`config.mk`:
```
export PLATFORM = sky130hd
export DESIGN_NAME = serial_tx_arbiter
export DESIGN_NICKNAME = d
export VERILOG_FILES = /design/src/rtl/serial_tx_arbiter.sv
export SDC_FILE = /design/constraint.sdc
export NUM_CORES = 1
export LEC_CHECK = 0
export ABC_AREA = 1
export BUFFER_PORTS_ARGS = -buffer_cell sky130_fd_sc_hd__buf_4
export CAP_MARGIN = 25
export CELL_PAD_IN_SITES_DETAIL_PLACEMENT = 1
export CELL_PAD_IN_SITES_GLOBAL_PLACEMENT = 2
export CORE_AREA = 2 2 77 79
export DETAILED_ROUTE_END_ITERATION = 8
export DIE_AREA = 0 0 79 81
export PLACE_DENSITY = 0.92
export SLEW_MARGIN = 20
export SYNTH_ARGS = -nofsm -noshare
export SYNTH_HDL_FRONTEND = slang
export SYNTH_SLANG_ARGS = --single-unit
```
`constraint.sdc`:
```
create_clock -name clk -period 4.05 [get_ports clk]
set_input_delay 0.2025 -clock clk [delete_from_list [all_inputs] [get_ports clk]]
set_output_delay 0.2025 -clock clk [all_outputs]
set_load 0.01 [all_outputs]
```
`src/rtl/serial_tx_arbiter.sv`:
```
// Round-robin arbiter sharing the serial port byte-write interface (w_e/wr_data
// with the f_f full flag) among N_REQ byte producers. Each grant covers a burst
// of up to MAX_BURST bytes. Writes are registered one-cycle pulses spaced at
// least two clocks apart, so f_f always reflects the previous write before the
// next byte is accepted.
module serial_tx_arbiter #(
   parameter  int unsigned N_REQ     = 4,
   parameter  int unsigned WIDTH     = 8,
   parameter  int unsigned MAX_BURST = 4,
   localparam int unsigned GW        = $clog2(N_REQ)
) (
   input  logic                     clk,
   input  logic                     rst_n,
   input  logic [N_REQ-1:0]         req_valid,
   input  logic [N_REQ*WIDTH-1:0]   req_data,
   output logic [N_REQ-1:0]         req_ready,
   input  logic                     f_f,
   output logic                     w_e,
   output logic [WIDTH-1:0]         wr_data,
   output logic [GW-1:0]            grant_id,
   output logic                     busy
);

   localparam logic [3:0] MAXB = 4'(MAX_BURST);

   typedef enum logic [1:0] {
      IDLE,
      XFER,
      GAP
   } state_t;

   state_t           state_q, state_d;
   logic [GW-1:0]    grant_q, grant_d;
   logic [GW-1:0]    rr_last_q, rr_last_d;
   logic [3:0]       burst_q, burst_d;
   logic             w_e_q, w_e_d;
   logic [WIDTH-1:0] wr_data_q, wr_data_d;

   logic             pick_found;
   logic [GW-1:0]    pick_idx;
   logic [GW-1:0]    cand;
   logic             valid_g;
   logic [WIDTH-1:0] data_g;
   logic             ready_g;
   logic             accept;

   // Round-robin search: first valid requester after rr_last, wrapping modulo N_REQ
   always_comb begin
      pick_found = 1'b0;
      pick_idx   = '0;
      cand       = '0;
      for (int unsigned i = 1; i <= N_REQ; i++) begin
         cand = GW'((32'(rr_last_q) + i) % N_REQ);
         if (!pick_found && req_valid[cand]) begin
            pick_found = 1'b1;
            pick_idx   = cand;
         end
      end
   end

   // Select the valid bit and byte of the currently granted requester
   always_comb begin
      valid_g = 1'b0;
      data_g  = '0;
      for (int unsigned i = 0; i < N_REQ; i++) begin
         if (GW'(i) == grant_q) begin
            valid_g = req_valid[i];
            data_g  = req_data[i*WIDTH +: WIDTH];
         end
      end
   end

   // FSM next-state, write strobe generation and ready decode
   always_comb begin
      state_d   = state_q;
      grant_d   = grant_q;
      rr_last_d = rr_last_q;
      burst_d   = burst_q;
      w_e_d     = 1'b0;
      wr_data_d = wr_data_q;
      req_ready = '0;
      ready_g   = 1'b0;
      accept    = 1'b0;
      unique case (state_q)
         IDLE: begin
            if (pick_found) begin
               grant_d = pick_idx;
               burst_d = '0;
               state_d = XFER;
            end
         end
         XFER: begin
            // A write in flight blocks the next accept, giving the FIFO a
            // clock to update f_f before another byte is taken.
            ready_g = ~f_f & ~w_e_q;
            for (int unsigned i = 0; i < N_REQ; i++) begin
               req_ready[i] = ready_g && (GW'(i) == grant_q);
            end
            accept = valid_g & ready_g;
            if (accept) begin
               w_e_d     = 1'b1;
               wr_data_d = data_g;
               burst_d   = (burst_q < MAXB) ? burst_q + 4'd1 : burst_q;
            end
            if (accept && (burst_q + 4'd1 == MAXB)) begin
               state_d = GAP;
            end else if (!valid_g && !w_e_q) begin
               state_d = GAP;
            end
         end
         GAP: begin
            rr_last_d = grant_q;
            state_d   = IDLE;
         end
         default: state_d = IDLE;
      endcase
   end

   // State and output registers
   always_ff @(posedge clk or negedge rst_n) begin
      if (!rst_n) begin
         state_q   <= IDLE;
         grant_q   <= '0;
         rr_last_q <= GW'(N_REQ - 1);
         burst_q   <= '0;
         w_e_q     <= 1'b0;
         wr_data_q <= '0;
      end else begin
         state_q   <= state_d;
         grant_q   <= grant_d;
         rr_last_q <= rr_last_d;
         burst_q   <= burst_d;
         w_e_q     <= w_e_d;
         wr_data_q <= wr_data_d;
      end
   end

   assign w_e      = w_e_q;
   assign wr_data  = wr_data_q;
   assign grant_id = grant_q;
   assign busy     = (state_q == XFER) || (state_q == GAP);

endmodule

```
==> run_results.csv, run 1 <==
group,metric,value,unit
critical_path,worstSetupPathType,"reg2reg",
synth,synthTopCellsByCount,"nand2_1, nand3_1, inv_1, dfrtp_1",
timing,worstMarginPinSlew,0.647,ns
synth,synthesis.nets,258,
die,fp.dieH,81,µm
place,place.gp.congestion,0.793,
timing,finalHoldViolCount,0,
critical_path,critPathMaxFanout,18,
final_layout,drive_above_1_share,31.6,%
final_layout,layout.nets,313,
critical_path,r2r-end,"wr_data[0]",
pwr,power.leakage,0.00104,µW
final_layout,multi_input_area,868,µm²
route,postRouteAntennaNets,0,
cts,clock_latency,0.26,ns
cts,cts_inserted_buffers,3,
outcome,status,"complete, no violations",
route,wl_per_cell,13.4,µm
synth,seq_area_frac_synth,31.9,%
cts,post_cts_buffers,0,
synth,synth_area,1500,µm²
timing,post-route-min-period,1.91,ns
synth,synth_top_cell_area_share,28.4,%
timing,max_slew_margin,56.9,%
critical_path,critPathCaptureType,"flip-flop",
timing,setup_tns,0,ns
cts,cts_root_buf,"clkbuf_8",
synth,syn_avg_cell_area,6.97,µm²
cts,clkTransAtPathRegs,0.08,ns
place,placed_cell_area,1950,µm²
route,viasPerCell,4.57,
hold_path,hold_path_end,"wr_data[6]",
pwr,irDropWorstVdd,0.000236,V
final_layout,seq_area,478,µm²
critical_path,cp_num_buf_inv,0,
critical_path,arrival,2.11,ns
cts,cts_tree,"yes",
grt,antenna_found_initial,0,
critical_path,worstPathCellList,"nor2_4, nand2_1, nand3_2, a21oi_4, o211ai_1, o21ai_1",
critical_path,crit_slowest_cell,"dfrtp_1",
synth,synth_fa_ha_area_share,3.34,%
critical_path,critPathLaunch,"grant_id[0]",
hold_path,whs_path_depth,3,
synth,synth_xor_area_share,0,%
timing,clock.fmax,0.522,GHz
die,core-area,5680,µm²
route,drt_iter0_markers,64,
synth,synth_cell_types,31,
cts,clock_sinks,19,
timing,fin_crit_sh,47.3,%
timing,slew_violations,0,
critical_path,slowest_delay,0.76,ns
synth,ys_async_sr_fraction,100,%
place,portBuffers,54,
grt,grt_pass1_vias,1624,
cts,clockBufferDepth,2,
final_layout,antennaDiodeCount,0,
job,cap_violations,0,
hold_path,hold_start,"req_data[30]",
critical_path,reg2reg_slack,2.14,ns
timing,fin_skew,0.00120,ns
grt,grt_pass1_wl,7.39,mm
route,wirelength,4.63,mm
die,start_util,26.4,%
die,dieArea,6400,µm²
critical_path,rr_startpoint,"grant_id[0]",
timing,timing.hold.ws,0.208,ns
grt,track_usage,14.6,%
synth,synth-main-ff-cell,"dfrtp_1",
final_layout,fin_area,2010,µm²
critical_path,cp_top_family,"flip-flops",
timing,finalSetupViolations,0,
pwr,power.total,1380,µW
route,route.detailed.drc,0,
route,drtPass1Iterations,4,
synth,synth_area_leaders,"dfrtp_1, nand2_1, nand3_1",
cts,ctsHtreeMaxLevel,1,
die,rows,28,
place,dp_hpwl,3.73,mm
pwr,p_per_area,684,nW/µm²
synth,synth-edff-count,0,
route,vias,1573,
synth,ys_seq_elements,19,
final_layout,fillers,759,
timing,rsz0062_at_grt,"no",
synth,synthMuxAreaShare,0,%
grt,grt_max_degree,20,
synth,synth_compound_area_share,9.44,%
synth,synth-simple-area-share,45.2,%
synth,yosysTopAreaCell,"dfrtp_1",
synth,yosysMostFrequentCell,"nand2_1",
synth,synth_top_family_by_area,"simple AND/OR/NAND/NOR gates",
hold_path,hold_class,"in2reg",
critical_path,startpoint_type,"flip-flop",
die,die_width,79,µm
final_layout,syn2layout_area_growth,34.2,%
grt,overflow,0,
critical_path,reg2regPathDepth,6,
die,io_pins,55,
critical_path,path_depth,6,
synth,yosys_warnings,0,
critical_path,worstPathRequired,4.24,ns
synth,syn_inst,215,
## power breakdown
group	internal, µW	total (µW)	switching (µW)
Combinational	333	856	524
Sequential	272	378	106
Clock	70.2	141	70.5
Total	675	1370	700
## per-layer routing
metal,up-vias,track usage (%),part of all wire [%]
met5,-,0,0
met4,0,4.14,1.0
met3,4,1.00,3.6
met2,38,26.1,51
met1,729,19.1,45
li1,802,-,-
## sequential cells by signal (all words and copies together) (netlist names)
signal	cells
grant_id	2
state_q	2
rr_last_q	2
w_e	1
wr_data	8
burst_q	4
## metrics by stage
stage                     utilization [%]  setup WS, ns  std cells
after detailed placement             34.4          2.15        339
after global routing                 35.4          1.90        344
after CTS                            35.4          2.12        344
final                                35.4          2.14        344
after floorplan                         -          2.56        215
after global placement               34.4          2.27        339
## cell type report
class / count / share of cell area (%)
repair buffers: 55 / 20.7
multi-input cells: 164 / 43.2
well taps: 75 / 4.67
inverters: 27 / 5.42
flip-flops and latches: 19 / 23.8
clock buffers: 4 / 2.24
## worst reg2reg max path, stage by stage, from the launching register on
cell and delay, ns:
dfrtp_1 0.76, nor2_4 0.13, nand2_1 0.11, nand3_2 0.12, a21oi_4 0.45, o211ai_1 0.16, o21ai_1 0.11
## worst max-delay path by stage
| stage | end |
|---|---|
| 2_1_floorplan | grant_id[0] |
| 3_3_place_gp | wr_data[6] |
| 3_5_place_dp | wr_data[0] |
| 4_1_cts | wr_data[0] |
| 5_1_grt | wr_data[6] |
| 6_report | wr_data[0] |
## kinds of logic (layout without fill, tap and decap cells)
| logic type | count (synthesis) | after routing |
|---|---|---|
| flip-flops | 19 | 19 |
| AND/OR/NAND/NOR | 138 | 138 |
| adder cells (fa/ha/maj) | 4 | 4 |
| AO/OA/AOI/OAI | 22 | 22 |
| buffers and inverters | 32 | 86 |
## cells in the final DEF (no fill, tap or decap), types with 5 or more instances in the layout
cell      n
o21ai_1   8
nand4_1   7
nand2_1  78
nand2_2   8
buf_4    54
nand3_1  24
o21ai_0   5
dfrtp_1  17
nor2_1    6
inv_1    22
## what timing repair did
item                      4_1_cts  5_1_grt
hold endpoints to repair       17        0
gates resized for setup         0        0
hold buffers                    1        0
(Power assumes the default switching activity.)
==> inputs of run 2 (changes only) <==
- CORE_AREA: 2 2 77 79 -> 2 2 79 81
- DIE_AREA: 0 0 79 81 -> 0 0 81 83
- PLACE_DENSITY: 0.92 -> 0.88
- clock period: 4.05 -> 1.8 ns (I/O delays scaled with it)
==> run 2 against run 1 <==
Compared with the run above:
- worst hold slack lost 0.083 ns
- sequential cell count stayed put
- combinational power up 140%
- critical path type is now reg2out
- clock skew increased by 0.0019 ns
- non-clock buffer count grew 7
==> run_results.csv, run 2 (synthesized netlist as in run 1, its figures left out) <==
group,metric,value,unit
die,start_util,25.8,%
grt,grt_pass1_vias,1609,
critical_path,critPathCaptureType,"output pin",
die,io_pins,55,
cts,cts_tree,"yes",
route,wl_per_cell,13.1,µm
route,drtPass1Iterations,2,
die,core-area,5820,µm²
critical_path,slowest_delay,0.40,ns
timing,fin_skew,0.00309,ns
place,dp_hpwl,3.69,mm
pwr,power.leakage,0.00108,µW
cts,cts_root_buf,"clkbuf_8",
route,wirelength,4.58,mm
timing,worstMarginPinSlew,0.499,ns
critical_path,crit_slowest_cell,"dfrtp_1",
cts,clkTransAtPathRegs,0.08,ns
critical_path,worstPathRequired,1.71,ns
cts,cts_inserted_buffers,3,
final_layout,layout.nets,320,
hold_path,whs_path_depth,3,
route,viasPerCell,4.46,
route,vias,1565,
final_layout,syn2layout_area_growth,38.6,%
timing,rsz0062_at_grt,"no",
grt,grt_max_degree,20,
cts,clock_sinks,19,
grt,antenna_found_initial,0,
critical_path,startpoint_type,"flip-flop",
critical_path,critPathMaxFanout,5,
die,fp.dieH,83,µm
final_layout,final_common_cell,"nand2_1",
route,route.detailed.drc,0,
critical_path,worstSetupPathType,"reg2out",
place,portBuffers,54,
cts,clockBufferDepth,2,
timing,setup_tns,0,ns
job,cap_violations,0,
pwr,irDropWorstVdd,0.000390,V
die,rows,28,
timing,max_slew_margin,66.7,%
critical_path,reg2regPathDepth,10,
outcome,status,"complete, no violations",
critical_path,arrival,1.55,ns
die,die_width,81,µm
pwr,p_per_area,1540,nW/µm²
final_layout,fillers,770,
final_layout,drive_above_1_share,33.7,%
final_layout,final_cell_mix,"nand2_1, buf_4, nand3_1, inv_1, dfrtp_1",
timing,post-route-min-period,1.64,ns
final_layout,largest_reg_flops,8,
timing,clock.fmax,0.610,GHz
grt,overflow,0,
hold_path,hold_class,"in2reg",
timing,fin_crit_sh,91.1,%
place,place.gp.congestion,0.799,
grt,grt_pass1_wl,7.65,mm
die,dieArea,6720,µm²
cts,ctsHtreeMaxLevel,1,
cts,clock_latency,0.26,ns
grt,track_usage,14.1,%
critical_path,worstPathCellList,"inv_1, ha_1, nand2_1, nor3_1, buf_4",
timing,finalSetupViolations,0,
final_layout,antennaDiodeCount,0,
route,drt_iter0_markers,55,
timing,slew_violations,0,
route,postRouteAntennaNets,0,
timing,finalHoldViolCount,0,
timing,timing.hold.ws,0.125,ns
## run 2: cell count changes in the layout (fill, tap and decap cells not counted), sizes merged
cell    change
clkbuf      -1
clkinv      +1
buf         +7
## run 2: layout make-up
type                            instances  area [µm²]  area share (%)
Clock inverter                          1        5.00           0.241
Inverter                               27         109            5.24
Tap cell                               75        93.8            4.52
Sequential cell                        19         478            23.0
Multi-Input combinational cell        164         868            41.8
Timing Repair Buffer                   62         480            23.1
Clock buffer                            3        41.3            1.99
## run 2: final timing paths
check / end / slack, ns / startpoint
max: req_ready[0] / 0.16 / state_q[1]
min: wr_data[0] / 0.12 / req_data[24]
max reg2reg: grant_id[0] / 0.18 / rr_last_q[0]
min reg2reg: state_q[0] / 0.51 / state_q[0]
max in group asynchronous: rr_last_q[0] / 1.27 / rst_n
min in group asynchronous: grant_id[0] / 0.27 / rst_n
## run 2: what timing repair did
action | in CTS | in global routing
hold buffers | 1 | 0
endpoints found under the hold margin | 19 | 0
setup buffers | 0 | 3
gates resized for setup | 0 | 0
endpoints found under the setup margin | 0 | 5
## run 2: layer usage
metal / up-vias / GRT usage, % / part of all wire [%]
met4: 0 / 3.85 / 1.2
met3: 4 / 1.09 / 2.9
met2: 27 / 23.6 / 49
li1: 812 / - / -
met1: 722 / 19.3 / 47
met5: - / 0 / 0
## run 2: per-stage QoR
step | cells | util, % | setup slack [ns] | instance area (µm²) | power [µW]
2_1_floorplan | 215 | - | 0.307 | 1500 | 2220
3_3_place_gp | 343 | 34.3 | 0.181 | 2000 | 2870
3_5_place_dp | 343 | 34.3 | 0.149 | 2000 | 2900
4_1_cts | 348 | 35.3 | 0.125 | 2050 | 3220
5_1_grt | 351 | 35.7 | 0.0330 | 2080 | 3560
6_report | 351 | 35.7 | 0.160 | 2080 | 3200
## run 2: critical path: cells and delay by family, from the launching register on
| family | cells | cell delay [ns] |
|---|---|---|
| buf+inv | 2 | 0.24 |
| flops | 1 | 0.40 |
| simple gates | 2 | 0.41 |
| fa+ha+maj | 1 | 0.24 |
## run 2: where the power goes
part           internal (µW)  switching (µW)  leakage [µW]  total [µW]
registers                612             204      0.000238         816
logic                    847            1230      0.000821        2080
clock network            154             154     0.0000255         308
==> inputs of run 3 (changes only) <==
- RECOVER_POWER: unset -> 50
==> run 3 against run 2 <==
Compared with the run above:
- power decreased by 2.1%
- register-to-register slack barely moved
- combinational power decreased by 3%
- global-route usage stayed put
- die area stayed put
- largest power group unchanged
- largest cell class unchanged
- cell area decreased by 1.6%
- sequential share of layout area up 0.38 points
- critical path depth unchanged
- clock skew is essentially flat
- sequential power barely moved
- sequential cell count is the same
==> run_results.csv, run 3 (synthesized netlist as in run 1, its figures left out) <==
group,metric,value,unit
cts,clock_latency,0.26,ns
final_layout,fin_area,2040,µm²
route,wl_met2,2.25,mm
critical_path,critPathMaxFanout,5,
critical_path,rr_startpoint,"rr_last_q[0]",
route,met1_length,2.17,mm
die,die_width,81,µm
cts,ctsHtreeMaxLevel,1,
cts,clockBufferDepth,2,
cts,clock_sinks,19,
cts,cts_resized,0,
cts,cts_inserted_buffers,3,
final_layout,largest_reg_flops,8,
route,drt_iter0_markers,55,
die,io_pins,55,
timing,finalSetupViolations,0,
place,placed_cell_area,2000,µm²
timing,max_slew_margin,27.8,%
critical_path,reg2regPathDepth,10,
final_layout,antennaDiodeCount,0,
grt,overflow,0,
critical_path,startpoint_type,"flip-flop",
final_layout,fillers,774,
route,viasPerCell,4.45,
timing,worstMarginPinSlew,1.08,ns
outcome,status,"complete, no violations",
critical_path,crit_slowest_cell,"dfrtp_1",
pwr,p_sw,1590,µW
cts,cts_root_buf,"clkbuf_8",
grt,grt_pass1_vias,1609,
critical_path,worstPathCellList,"inv_1, ha_1, nand2_1, nor3_1, buf_4",
critical_path,worstPathRequired,1.71,ns
critical_path,r2r-end,"grant_id[0]",
cts,cts_tree,"yes",
timing,clock.fmax,0.611,GHz
route,wirelength,4.61,mm
hold_path,hold_class,"in2reg",
grt,track_usage,14.1,%
place,dp_hpwl,3.69,mm
die,core-area,5820,µm²
critical_path,reg2reg_slack,0.18,ns
critical_path,slowest_delay,0.40,ns
final_layout,final_cell_mix,"nand2_1, buf_4, nand3_1, inv_1, dfrtp_1",
pwr,comb_power_share,64.2,%
place,dp_slack,0.149,ns
critical_path,crit_end,"req_ready[0]",
timing,finalHoldViolCount,0,
timing,post-route-min-period,1.64,ns
grt,grt_max_degree,20,
cts,clkTransAtPathRegs,0.08,ns
die,rows,28,
place,portBuffers,54,
critical_path,critPathLaunch,"state_q[1]",
route,route.detailed.drc,0,
route,wl_met3,141,µm
place,place.gp.congestion,0.799,
timing,fin_skew,0.00264,ns
critical_path,worstSetupPathType,"reg2out",
route,wl_per_cell,13.1,µm
timing,rsz0062_at_grt,"no",
die,dieArea,6720,µm²
route,drtPass1Iterations,4,
pwr,p_clk_share,9.9,%
route,vias,1563,
grt,grt_pass1_wl,7.65,mm
timing,setup_tns,0,ns
final_layout,final_common_cell,"nand2_1",
final_layout,layout.nets,320,
route,postRouteAntennaNets,0,
route,top_layer,"met4",
final_layout,syn2layout_area_growth,36.3,%
job,cap_violations,0,
pwr,p_int,1540,µW
critical_path,arrival,1.55,ns
critical_path,critPathCaptureType,"output pin",
die,fp.dieH,83,µm
pwr,irDropWorstVdd,0.000390,V
timing,slew_violations,0,
grt,antenna_found_initial,0,
final_layout,drive_above_1_share,30.4,%
die,start_util,25.8,%
timing,fin_ws,0.162,ns
pwr,p_seq_share,25.9,%
pwr,sw_frac_of_total,50.8,%
pwr,power.leakage,0.00105,µW
pwr,p_per_area,1540,nW/µm²
timing,fin_crit_sh,91.0,%
-- run 3: critical path: cells and delay by family (launching register included) --
family                   cells  cell delay [ns]
adder cells (fa/ha/maj)      1             0.24
flip-flops                   1             0.40
buffers and inverters        2             0.24
AND/OR/NAND/NOR              2             0.41
-- run 3: timing repair --
item / in CTS / in global routing
setup buffers: 0 / 3
hold buffers: 1 / 0
setup endpoints to repair: 0 / 5
hold endpoints to repair: 19 / 0
-- run 3: layer usage --
| metal | GRT usage, % | up-vias |
|---|---|---|
| met1 | 19.3 | 719 |
| li1 | - | 813 |
| met2 | 23.6 | 27 |
| met4 | 3.85 | 0 |
| met3 | 1.09 | 4 |
| met5 | 0 | - |
-- run 3: layout make-up --
type | count | area [µm²] | share of cell area (%)
inverter | 27 | 109 | 5.33
timing repair buffer | 62 | 447 | 21.9
multi-input combinational | 164 | 868 | 42.5
clock inverter | 1 | 5.00 | 0.245
tap | 75 | 93.8 | 4.60
sequential | 19 | 478 | 23.4
clock buffer | 3 | 41.3 | 2.02
-- run 3: stage by stage --
step	power, µW	instances	utilization [%]	hold slack, ns
finish	3140	351	35.1	0.129
global route	3480	351	35.1	0.147
CTS	3220	348	35.3	0.126
detailed placement	2900	343	34.3	-0.00407
global placement	2870	343	34.3	-0.0164
floorplan	2220	215	-	-0.206
-- run 3: power groups by stage --
stage	Combinational (µW)	Clock (µW)	Sequential [µW]
final	2020	309	813
after global placement	2040	0	826
after detailed placement	2060	0	840
after floorplan	1450	0	778
after global routing	2300	340	845
after CTS	2070	320	832
-- run 3: worst min path at each step --
stage / end / from / cells past startpoint / slack, ns
after floorplan: burst_q[0] / rst_n / 0 / -0.21
after global placement: wr_data[3] / rst_n / 1 / -0.02
after detailed placement: wr_data[5] / rst_n / 1 / -0.004
after CTS: wr_data[0] / req_data[24] / 3 / 0.13
after global routing: wr_data[0] / req_data[24] / 3 / 0.15
final: wr_data[0] / req_data[24] / 3 / 0.13
